`config.mk`:
```
export PLATFORM = sky130hd
export DESIGN_NAME = alu_secuencial
export DESIGN_NICKNAME = d
export VERILOG_FILES = /design/src/rtl/alu_pkg.sv /design/src/rtl/divisor_iterativo.sv /design/src/rtl/alu_secuencial.sv
export SDC_FILE = /design/constraint.sdc
export NUM_CORES = 1
export LEC_CHECK = 0
export CAP_MARGIN = 40
export CORE_MARGIN = 2
export CORE_UTILIZATION = 61
export CTS_CLUSTER_SIZE = 20
export DETAILED_ROUTE_END_ITERATION = 8
export HOLD_SLACK_MARGIN = 0.15
export PLACE_DENSITY = 0.81
export REMOVE_ABC_BUFFERS = 1
export SKIP_CTS_REPAIR_TIMING = 1
export SLEW_MARGIN = 0
export SYNTH_ARGS = -nofsm -noshare
export SYNTH_HDL_FRONTEND = slang
export SYNTH_HIERARCHICAL = 1
export SYNTH_SLANG_ARGS = --single-unit
export TNS_END_PERCENT = 100
```
`constraint.sdc`:
```
create_clock -name clk -period 3.2 [get_ports clk]
set_input_delay 0.64 -clock clk [delete_from_list [all_inputs] [get_ports clk]]
set_output_delay 0.64 -clock clk [all_outputs]
set_load 0.01 [all_outputs]
```
`src/rtl/alu_pkg.sv`:
```
// ============================================================================
// Module   : alu_pkg
// Purpose  : Shared opcodes, FSM states and flag bit positions for the
//            sequential ALU.
// Revision : 1.0 - initial release
// ============================================================================
`default_nettype none

package alu_pkg;

  typedef enum logic [3:0] {
    OP_SUMA  = 4'd0,
    OP_RESTA = 4'd1,
    OP_MULT  = 4'd2,
    OP_DIV   = 4'd3,
    OP_MOD   = 4'd4,
    OP_AND   = 4'd5,
    OP_OR    = 4'd6,
    OP_XOR   = 4'd7,
    OP_SHL   = 4'd8,
    OP_SHR   = 4'd9,
    OP_ROTL  = 4'd10,
    OP_ROTR  = 4'd11
  } opcode_t;

  typedef enum logic [0:0] {
    LIBRE   = 1'b0,
    CALCULO = 1'b1
  } estado_t;

  // Bit positions inside the packed NZCV flag vector
  localparam int FLAG_V = 0;
  localparam int FLAG_C = 1;
  localparam int FLAG_Z = 2;
  localparam int FLAG_N = 3;

  // Opcodes that take the multi-cycle path
  function automatic logic es_iterativa(input logic [3:0] op);
    return (op == OP_MULT) || (op == OP_DIV) || (op == OP_MOD);
  endfunction

endpackage

`default_nettype wire

```
`src/rtl/divisor_iterativo.sv`:
```
// ============================================================================
// Module   : divisor_iterativo
// Purpose  : Unsigned restoring divider, one quotient bit per cycle.
//            'start' loads the operands; 'done' is high during the last
//            iteration, while cociente/resto already show the final values.
//            A zero divisor naturally yields all-ones quotient and
//            remainder equal to the dividend.
// Revision : 1.0 - initial release
// ============================================================================
`default_nettype none

module divisor_iterativo
  import alu_pkg::*;
#(
  parameter int ANCHO = 8
) (
  input  logic             clk,
  input  logic             rst,
  input  logic             start,
  input  logic [ANCHO-1:0] dividendo,
  input  logic [ANCHO-1:0] divisor,
  output logic             done,
  output logic [ANCHO-1:0] cociente,
  output logic [ANCHO-1:0] resto
);

  localparam int ANCHO_CNT = $clog2(ANCHO + 1);
  localparam logic [ANCHO_CNT-1:0] ULTIMO = ANCHO_CNT'(ANCHO - 1);

  logic                 activo;
  logic [ANCHO_CNT-1:0] cnt;
  logic [ANCHO-1:0]     rem;
  logic [ANCHO-1:0]     q;
  logic [ANCHO-1:0]     d;
  logic [ANCHO:0]       desplazado;
  logic [ANCHO:0]       diferencia;

  // One restoring step: shift next dividend bit in, subtract if it fits
  always_comb begin
    desplazado = {rem, q[ANCHO-1]};
    diferencia = desplazado - {1'b0, d};
    if (desplazado >= {1'b0, d}) begin
      resto    = diferencia[ANCHO-1:0];
      cociente = {q[ANCHO-2:0], 1'b1};
    end else begin
      resto    = desplazado[ANCHO-1:0];
      cociente = {q[ANCHO-2:0], 1'b0};
    end
  end

  assign done = activo && (cnt == ULTIMO);

  // Operand load and per-cycle iteration state
  always_ff @(posedge clk) begin
    if (rst) begin
      activo <= 1'b0;
      cnt    <= '0;
      rem    <= '0;
      q      <= '0;
      d      <= '0;
    end else if (start) begin
      activo <= 1'b1;
      cnt    <= '0;
      rem    <= '0;
      q      <= dividendo;
      d      <= divisor;
    end else if (activo) begin
      rem <= resto;
      q   <= cociente;
      cnt <= cnt + 1'b1;
      if (done) activo <= 1'b0;
    end
  end

endmodule

`default_nettype wire

```
`src/rtl/alu_secuencial.sv`:
```
// ============================================================================
// Module   : alu_secuencial
// Purpose  : Multi-cycle ALU with start/done handshake and registered NZCV
//            flags. Single-cycle ops complete at 1 per cycle; mult/div/mod
//            iterate for ANCHO cycles.
//            Optional macro ALU_ROTACION_EN enables rotate left/right on
//            opcodes 10/11 (otherwise they behave as illegal opcodes).
// Revision : 1.0 - initial release
// ============================================================================
`default_nettype none

module alu_secuencial
  import alu_pkg::*;
#(
  parameter int ANCHO = 8
) (
  input  logic             clk,
  input  logic             rst,
  input  logic             inicio,
  input  logic [ANCHO-1:0] operandoA,
  input  logic [ANCHO-1:0] operandoB,
  input  logic [3:0]       seleccion,
  output logic             ocupado,
  output logic             listo,
  output logic [ANCHO-1:0] resultado,
  output logic             N,
  output logic             Z,
  output logic             C,
  output logic             V
);

  localparam int ANCHO_CNT = $clog2(ANCHO + 1);
  localparam logic [ANCHO_CNT-1:0] ULTIMO  = ANCHO_CNT'(ANCHO - 1);
  localparam logic [ANCHO-1:0]     ANCHO_V = ANCHO'(ANCHO);

  estado_t                estado, estado_sig;
  logic [ANCHO_CNT-1:0]   cnt;
  logic [3:0]             op_reg;
  logic [ANCHO-1:0]       a_reg;
  logic                   b_cero;
  logic [2*ANCHO-1:0]     prod, prod_sig;
  logic [ANCHO:0]         mult_suma;
  logic [3:0]             flags, flags_sc, flags_fin;
  logic [ANCHO-1:0]       res_sc, res_fin;
  logic                   c_sc, v_sc, c_fin, v_fin;
  logic                   escribir_sc, iniciar_iter, fin, ultimo;
  logic                   div_done;
  logic [ANCHO-1:0]       cociente, resto;
  logic [ANCHO:0]         ext_suma, ext_resta, ext_shl, ext_shr;
`ifdef ALU_ROTACION_EN
  logic [ANCHO-1:0]       amt, rot_l, rot_r;
`endif

  divisor_iterativo #(.ANCHO(ANCHO)) u_div (
    .clk       (clk),
    .rst       (rst),
    .start     (iniciar_iter && (seleccion == OP_DIV || seleccion == OP_MOD)),
    .dividendo (operandoA),
    .divisor   (operandoB),
    .done      (div_done),
    .cociente  (cociente),
    .resto     (resto)
  );

  // Single-cycle result and carry/overflow from the live operands
  always_comb begin
    res_sc    = '0;
    c_sc      = 1'b0;
    v_sc      = 1'b0;
    ext_suma  = {1'b0, operandoA} + {1'b0, operandoB};
    ext_resta = {1'b0, operandoA} - {1'b0, operandoB};
    ext_shl   = {1'b0, operandoA} << operandoB;
    ext_shr   = {operandoA, 1'b0} >> operandoB;
`ifdef ALU_ROTACION_EN
    amt   = operandoB % ANCHO_V;
    rot_l = (operandoA << amt) | (operandoA >> (ANCHO_V - amt));
    rot_r = (operandoA >> amt) | (operandoA << (ANCHO_V - amt));
`endif
    case (seleccion)
      OP_SUMA: begin
        res_sc = ext_suma[ANCHO-1:0];
        c_sc   = ext_suma[ANCHO];
        v_sc   = (operandoA[ANCHO-1] == operandoB[ANCHO-1]) &&
                 (ext_suma[ANCHO-1] != operandoA[ANCHO-1]);
      end
      OP_RESTA: begin
        res_sc = ext_resta[ANCHO-1:0];
        c_sc   = ext_resta[ANCHO];
        v_sc   = (operandoA[ANCHO-1] != operandoB[ANCHO-1]) &&
                 (ext_resta[ANCHO-1] != operandoA[ANCHO-1]);
      end
      OP_AND: res_sc = operandoA & operandoB;
      OP_OR:  res_sc = operandoA | operandoB;
      OP_XOR: res_sc = operandoA ^ operandoB;
      OP_SHL: begin
        if (operandoB == '0) begin
          res_sc = operandoA;
        end else if (operandoB < ANCHO_V) begin
          res_sc = ext_shl[ANCHO-1:0];
          c_sc   = ext_shl[ANCHO];
        end
      end
      OP_SHR: begin
        if (operandoB == '0) begin
          res_sc = operandoA;
        end else if (operandoB < ANCHO_V) begin
          res_sc = ext_shr[ANCHO:1];
          c_sc   = ext_shr[0];
        end
      end
`ifdef ALU_ROTACION_EN
      // The bit that wrapped last lands at the LSB (rotl) or MSB (rotr)
      OP_ROTL: begin
        res_sc = rot_l;
        c_sc   = (amt != '0) && rot_l[0];
      end
      OP_ROTR: begin
        res_sc = rot_r;
        c_sc   = (amt != '0) && rot_r[ANCHO-1];
      end
`endif
      default: ;
    endcase
    flags_sc         = '0;
    flags_sc[FLAG_N] = res_sc[ANCHO-1];
    flags_sc[FLAG_Z] = (res_sc == '0);
    flags_sc[FLAG_C] = c_sc;
    flags_sc[FLAG_V] = v_sc;
  end

  // Shift-add multiply step: accumulate A into the high half, shift right
  always_comb begin
    mult_suma = {1'b0, prod[2*ANCHO-1:ANCHO]} +
                {1'b0, (prod[0] ? a_reg : {ANCHO{1'b0}})};
    prod_sig  = {mult_suma, prod[ANCHO-1:1]};
  end

  // Result and flags written by the final iteration
  always_comb begin
    res_fin = '0;
    c_fin   = 1'b0;
    v_fin   = 1'b0;
    case (op_reg)
      OP_MULT: begin
        res_fin = prod_sig[ANCHO-1:0];
        c_fin   = |prod_sig[2*ANCHO-1:ANCHO];
        v_fin   = |prod_sig[2*ANCHO-1:ANCHO];
      end
      OP_DIV: begin
        res_fin = cociente;
        v_fin   = b_cero;
      end
      OP_MOD: begin
        res_fin = resto;
        v_fin   = b_cero;
      end
      default: ;
    endcase
    flags_fin         = '0;
    flags_fin[FLAG_N] = res_fin[ANCHO-1];
    flags_fin[FLAG_Z] = (res_fin == '0);
    flags_fin[FLAG_C] = c_fin;
    flags_fin[FLAG_V] = v_fin;
  end

  assign ultimo = (op_reg == OP_MULT) ? (cnt == ULTIMO) : div_done;

  // State register
  always_ff @(posedge clk) begin
    if (rst) estado <= LIBRE;
    else     estado <= estado_sig;
  end

  // Next-state logic, accept decode and busy output
  always_comb begin
    estado_sig   = estado;
    ocupado      = 1'b0;
    escribir_sc  = 1'b0;
    iniciar_iter = 1'b0;
    fin          = 1'b0;
    case (estado)
      LIBRE: begin
        if (inicio) begin
          if (es_iterativa(seleccion)) begin
            estado_sig   = CALCULO;
            iniciar_iter = 1'b1;
          end else begin
            escribir_sc = 1'b1;
          end
        end
      end
      CALCULO: begin
        ocupado = 1'b1;
        if (ultimo) begin
          estado_sig = LIBRE;
          fin        = 1'b1;
        end
      end
      default: estado_sig = LIBRE;
    endcase
  end

  // Operand capture, iteration counter and registered outputs
  always_ff @(posedge clk) begin
    if (rst) begin
      cnt       <= '0;
      op_reg    <= '0;
      a_reg     <= '0;
      b_cero    <= 1'b0;
      prod      <= '0;
      resultado <= '0;
      flags     <= '0;
      listo     <= 1'b0;
    end else begin
      listo <= 1'b0;
      if (iniciar_iter) begin
        op_reg <= seleccion;
        a_reg  <= operandoA;
        b_cero <= (operandoB == '0);
        prod   <= {{ANCHO{1'b0}}, operandoB};
        cnt    <= '0;
      end else if (estado == CALCULO) begin
        prod <= prod_sig;
        cnt  <= cnt + 1'b1;
      end
      if (escribir_sc) begin
        resultado <= res_sc;
        flags     <= flags_sc;
        listo     <= 1'b1;
      end else if (fin) begin
        resultado <= res_fin;
        flags     <= flags_fin;
        listo     <= 1'b1;
      end
    end
  end

  assign N = flags[FLAG_N];
  assign Z = flags[FLAG_Z];
  assign C = flags[FLAG_C];
  assign V = flags[FLAG_V];

endmodule

`default_nettype wire

```
==> summary.txt, run 1 <==
Floorplanning
  – Cell row count: 36
  – Vertical die dimension: between 100 and 150 um
  – Die area: ~0.011 mm^2
  – Top-Level Pins: 37
  – Horizontal die dimension: ~100 um
  – Initial Util: ~63%
  – Core ar.: about 0.0098 mm^2

Yosys
  – Post-synthesis area per instance: between 8 and 9 um^2
  – Synth async-reset ratio: 0%
  – Leading register cell type out of synthesis: dfxtp_1
  – Post-synthesis compound-gate area fraction: 22.06%
  – Area share of and/or/nand/nor cells after synthesis: between 20% and 30%
  – Main area contributors after synthesis: dfxtp_1, ha_1, mux2i_1
  – Mux cell area share after synthesis: 10.04%
  – Yosys warning total: 6
  – Area fraction of the dominant cell type after synthesis: about a quarter
  – Leading area contributor after synthesis: dfxtp_1
  – Portion of the post-synthesis area used by sequential elements: between 20% and 30%
  – Distinct cells, synth: 86
  – EDFF count, synth: 0
  – Area share of xor/xnor cells in the synthesized design: 2.566%
  – Count leader, synth: nor2_1
  – Commonest cells in the netlist: nor2_1, dfxtp_1, nand2_1
  – Combinational family with the most area after synthesis: simple AND/OR/NAND/NOR gates
  – Netlist Area Pre-Place: between 0.006 and 0.007 mm^2
  – Synthesis-stage register bit count: 75
  – Number of cells produced by synthesis: ~750
  – Adder-Cell Fraction of Synth Area: approximately 9.9%

Placement
  – Final weighted congestion of routability-driven global placement: 0.9994
  – Count of input and output buffers: 36
  – Final HPWL from detailed placement: between 10 and 15 mm
  – Cell area after placement: ~0.0072 mm^2

Setup path
  – Type of destination of the critical path: flop
  – Max stage delay on crit path: just under 0.4 ns
  – Startpoint type of the worst setup path: flop
  – CP Max Fanout: 6
  – Critical Path Stages: 15
  – Critical path's slowest cell: a222oi_1
  – Data required time at the worst endpoint: between 3 and 4 ns
  – Total buffers and inverters traversed by the critical path: 3
  – Family with the most delay on the worst path: compound AO/OA/AOI/OAI gates
  – Worst EP arrival: ~3.6 ns
  – Crit Path Class: reg -> reg
  – Cell Chain, Critical Path: inv_1 > ha_4 > a21oi_1 > buf_4 > a211oi_1 > o21bai_1 > o211ai_1 > mux2_2 > a222oi_1 > buf_4 > nand4_1 > nor3_2 > a21oi_1 > or3_1 > o31ai_1
  – Number of cells traversed by the worst register-to-register path: 15

CTS
  – Count of H-tree levels built during CTS: 3
  – Count of clock tree sinks: 75
  – Clock Tree Root: clkbuf_8
  – CTS max path bufs: 2
  – Clock-pin slew on the worst setup and hold paths: about 0.090 ns
  – Clk_lat worst skew: approximately 0.36 ns
  – Number of clock buffers inserted by TritonCTS: 9
  – CTS tree: built

Layout
  – Reg with most FFs: prod
  – Share of layout cells above drive strength 1: a little under a quarter
  – Number of flip-flops in the largest register: 16
  – Final net count: ~930
  – Inserted Diodes: 0
  – Area growth from synthesis to layout: 23.73%
  – Area of all placed cells without fillers: ~0.0076 mm^2

GRT
  – Met1 track demand over resource in global routing: approximately half
  – Most Used Layer, Global Route: met2
  – First-pass GRT wire length: about 31 mm
  – Grt met2 use: between 50% and 60%
  – GRT Residual Overflow: 0
  – Met3 Usage GRT: 8.020%
  – Total global routing track utilization: between 30% and 40%
  – Pin count of the biggest net entering global routing: 44
  – Number of global-route vias before repair: slightly below 6000
  – Initial antenna violation count: 0

Timing
  – Final number of max-transition violations: 0
  – Min cycle time layout: approximately 3.3 ns
  – Total count of hold-check failures in the final report: 0
  – # setup viols final: 1
  – Highest clock frequency the design can meet: approximately 310 MHz
  – Worst hold-check slack: 0.4581 ns
  – Unrepaired setup endpoints after global routing: yes
  – Crit share post-route: 102.2%
  – Final Worst Setup Slack: -0.06981 ns
  – Worst relative slew slack: roughly 42%
  – Worst Max-Slew Pin Slew: between 0.8 and 0.9 ns
  – Clock Skew: 0.01165 ns

Hold path
  – Min-delay worst type: reg -> reg
  – Worst hold path depth: 2

Pwr
  – Power per cell area: about 340 mW/mm^2
  – Peak supply drop: between 0.2 and 0.3 mV
  – Leakage Power: 3.178 nW

Route
  – Number of nets with antenna violations after detailed routing: 0
  – Drt via density: around 6.5
  – Final routed wire length divided by cell count: between 20 and 25 um
  – Total number of vias: between 6000 and 7000
  – Starting DRT DRC Count: around 720
  – Number of remaining DRC errors: 12
  – Routed Wire Length: 20.33 mm
  – Iteration count of the initial detailed-routing pass: 9

Run status
  – Violated checks: DRC, setup timing
  – Outcome: finished with violations

Flow run
  – Number of max-capacitance violations reported: 0
-- power by group --
part,internal (mW),leakage (nW),switching (mW)
registers,0.964,0.611,0.0248
clock network,0.388,0.104,0.379
logic,0.389,2.46,0.453
total,1.74,3.18,0.856
-- cell usage in the layout, fill, tap and decap left out, types with 12 or more instances in the layout --
cell type,n
ha_1,35
nor2_1,88
inv_1,34
nand2_1,52
a222oi_1,16
buf_4,120
nor2b_1,12
a21oi_1,47
mux2i_1,41
o211ai_1,12
and2_1,15
clkdlybuf4s50_1,34
nor3_1,17
o21ai_0,13
dfxtp_1,69
-- cells by family after synthesis --
| logic type | Yosys count |
|---|---|
| XOR/XNOR | 18 |
| flip-flops | 75 |
| buffers and inverters | 97 |
| AND/OR/NAND/NOR | 280 |
| multiplexers | 54 |
| AO/OA/AOI/OAI | 182 |
| adder cells (fa/ha/maj) | 46 |
-- layer usage --
metal | up-vias | part of all wire, %
met3 | 49 | 11
met1 | 3046 | 40
met4 | 0 | 2.9
li1 | 2953 | -
met2 | 414 | 45
met5 | - | 0
-- worst min-delay path: stages, from the launching register on --
cell	delay, ns
dfxtp_1	0.31
nand2_1	0.05
a21oi_1	0.05
-- layout make-up --
cell class | instances | area, um^2
clock inverter | 6 | 68.82
timing repair buffer | 156 | 1259
inverter | 40 | 155.1
fill | 686 | 2173
multi-input combinational | 580 | 4305
clock buffer | 10 | 137.6
tap | 133 | 166.4
sequential | 75 | 1509
-- final timing paths --
kind,start,slack (ns),end
worst max-delay path,u_div/d[2],-0.07,flags[2]
worst min-delay path,a_reg[7],0.46,a_reg[7]
worst max register to register,u_div/d[2],-0.07,flags[2]
worst min register to register,a_reg[7],0.46,a_reg[7]
-- through the flow --
step	util, %	std cells	power [mW]	setup slack, ns	setup TNS (ns)
global placement	74.10	980	1.759	-0.1554	-0.8410
global route	77.77	1000	2.683	-0.2075	-0.2075
floorplan	-	695	1.417	0.02650	0
finish	77.77	1000	2.597	-0.06981	-0.06981
CTS	76.22	996	2.533	-0.1072	-0.1072
detailed placement	74.10	980	1.774	-0.2449	-1.386
(Power assumes the default switching activity.)
==> run 2: changes to the inputs <==
ABC_CLOCK_PERIOD_IN_PS = 3200   (was unset)
==> results of run 2 <==
Final layout, timing and power as in run 1 (identical DEF).
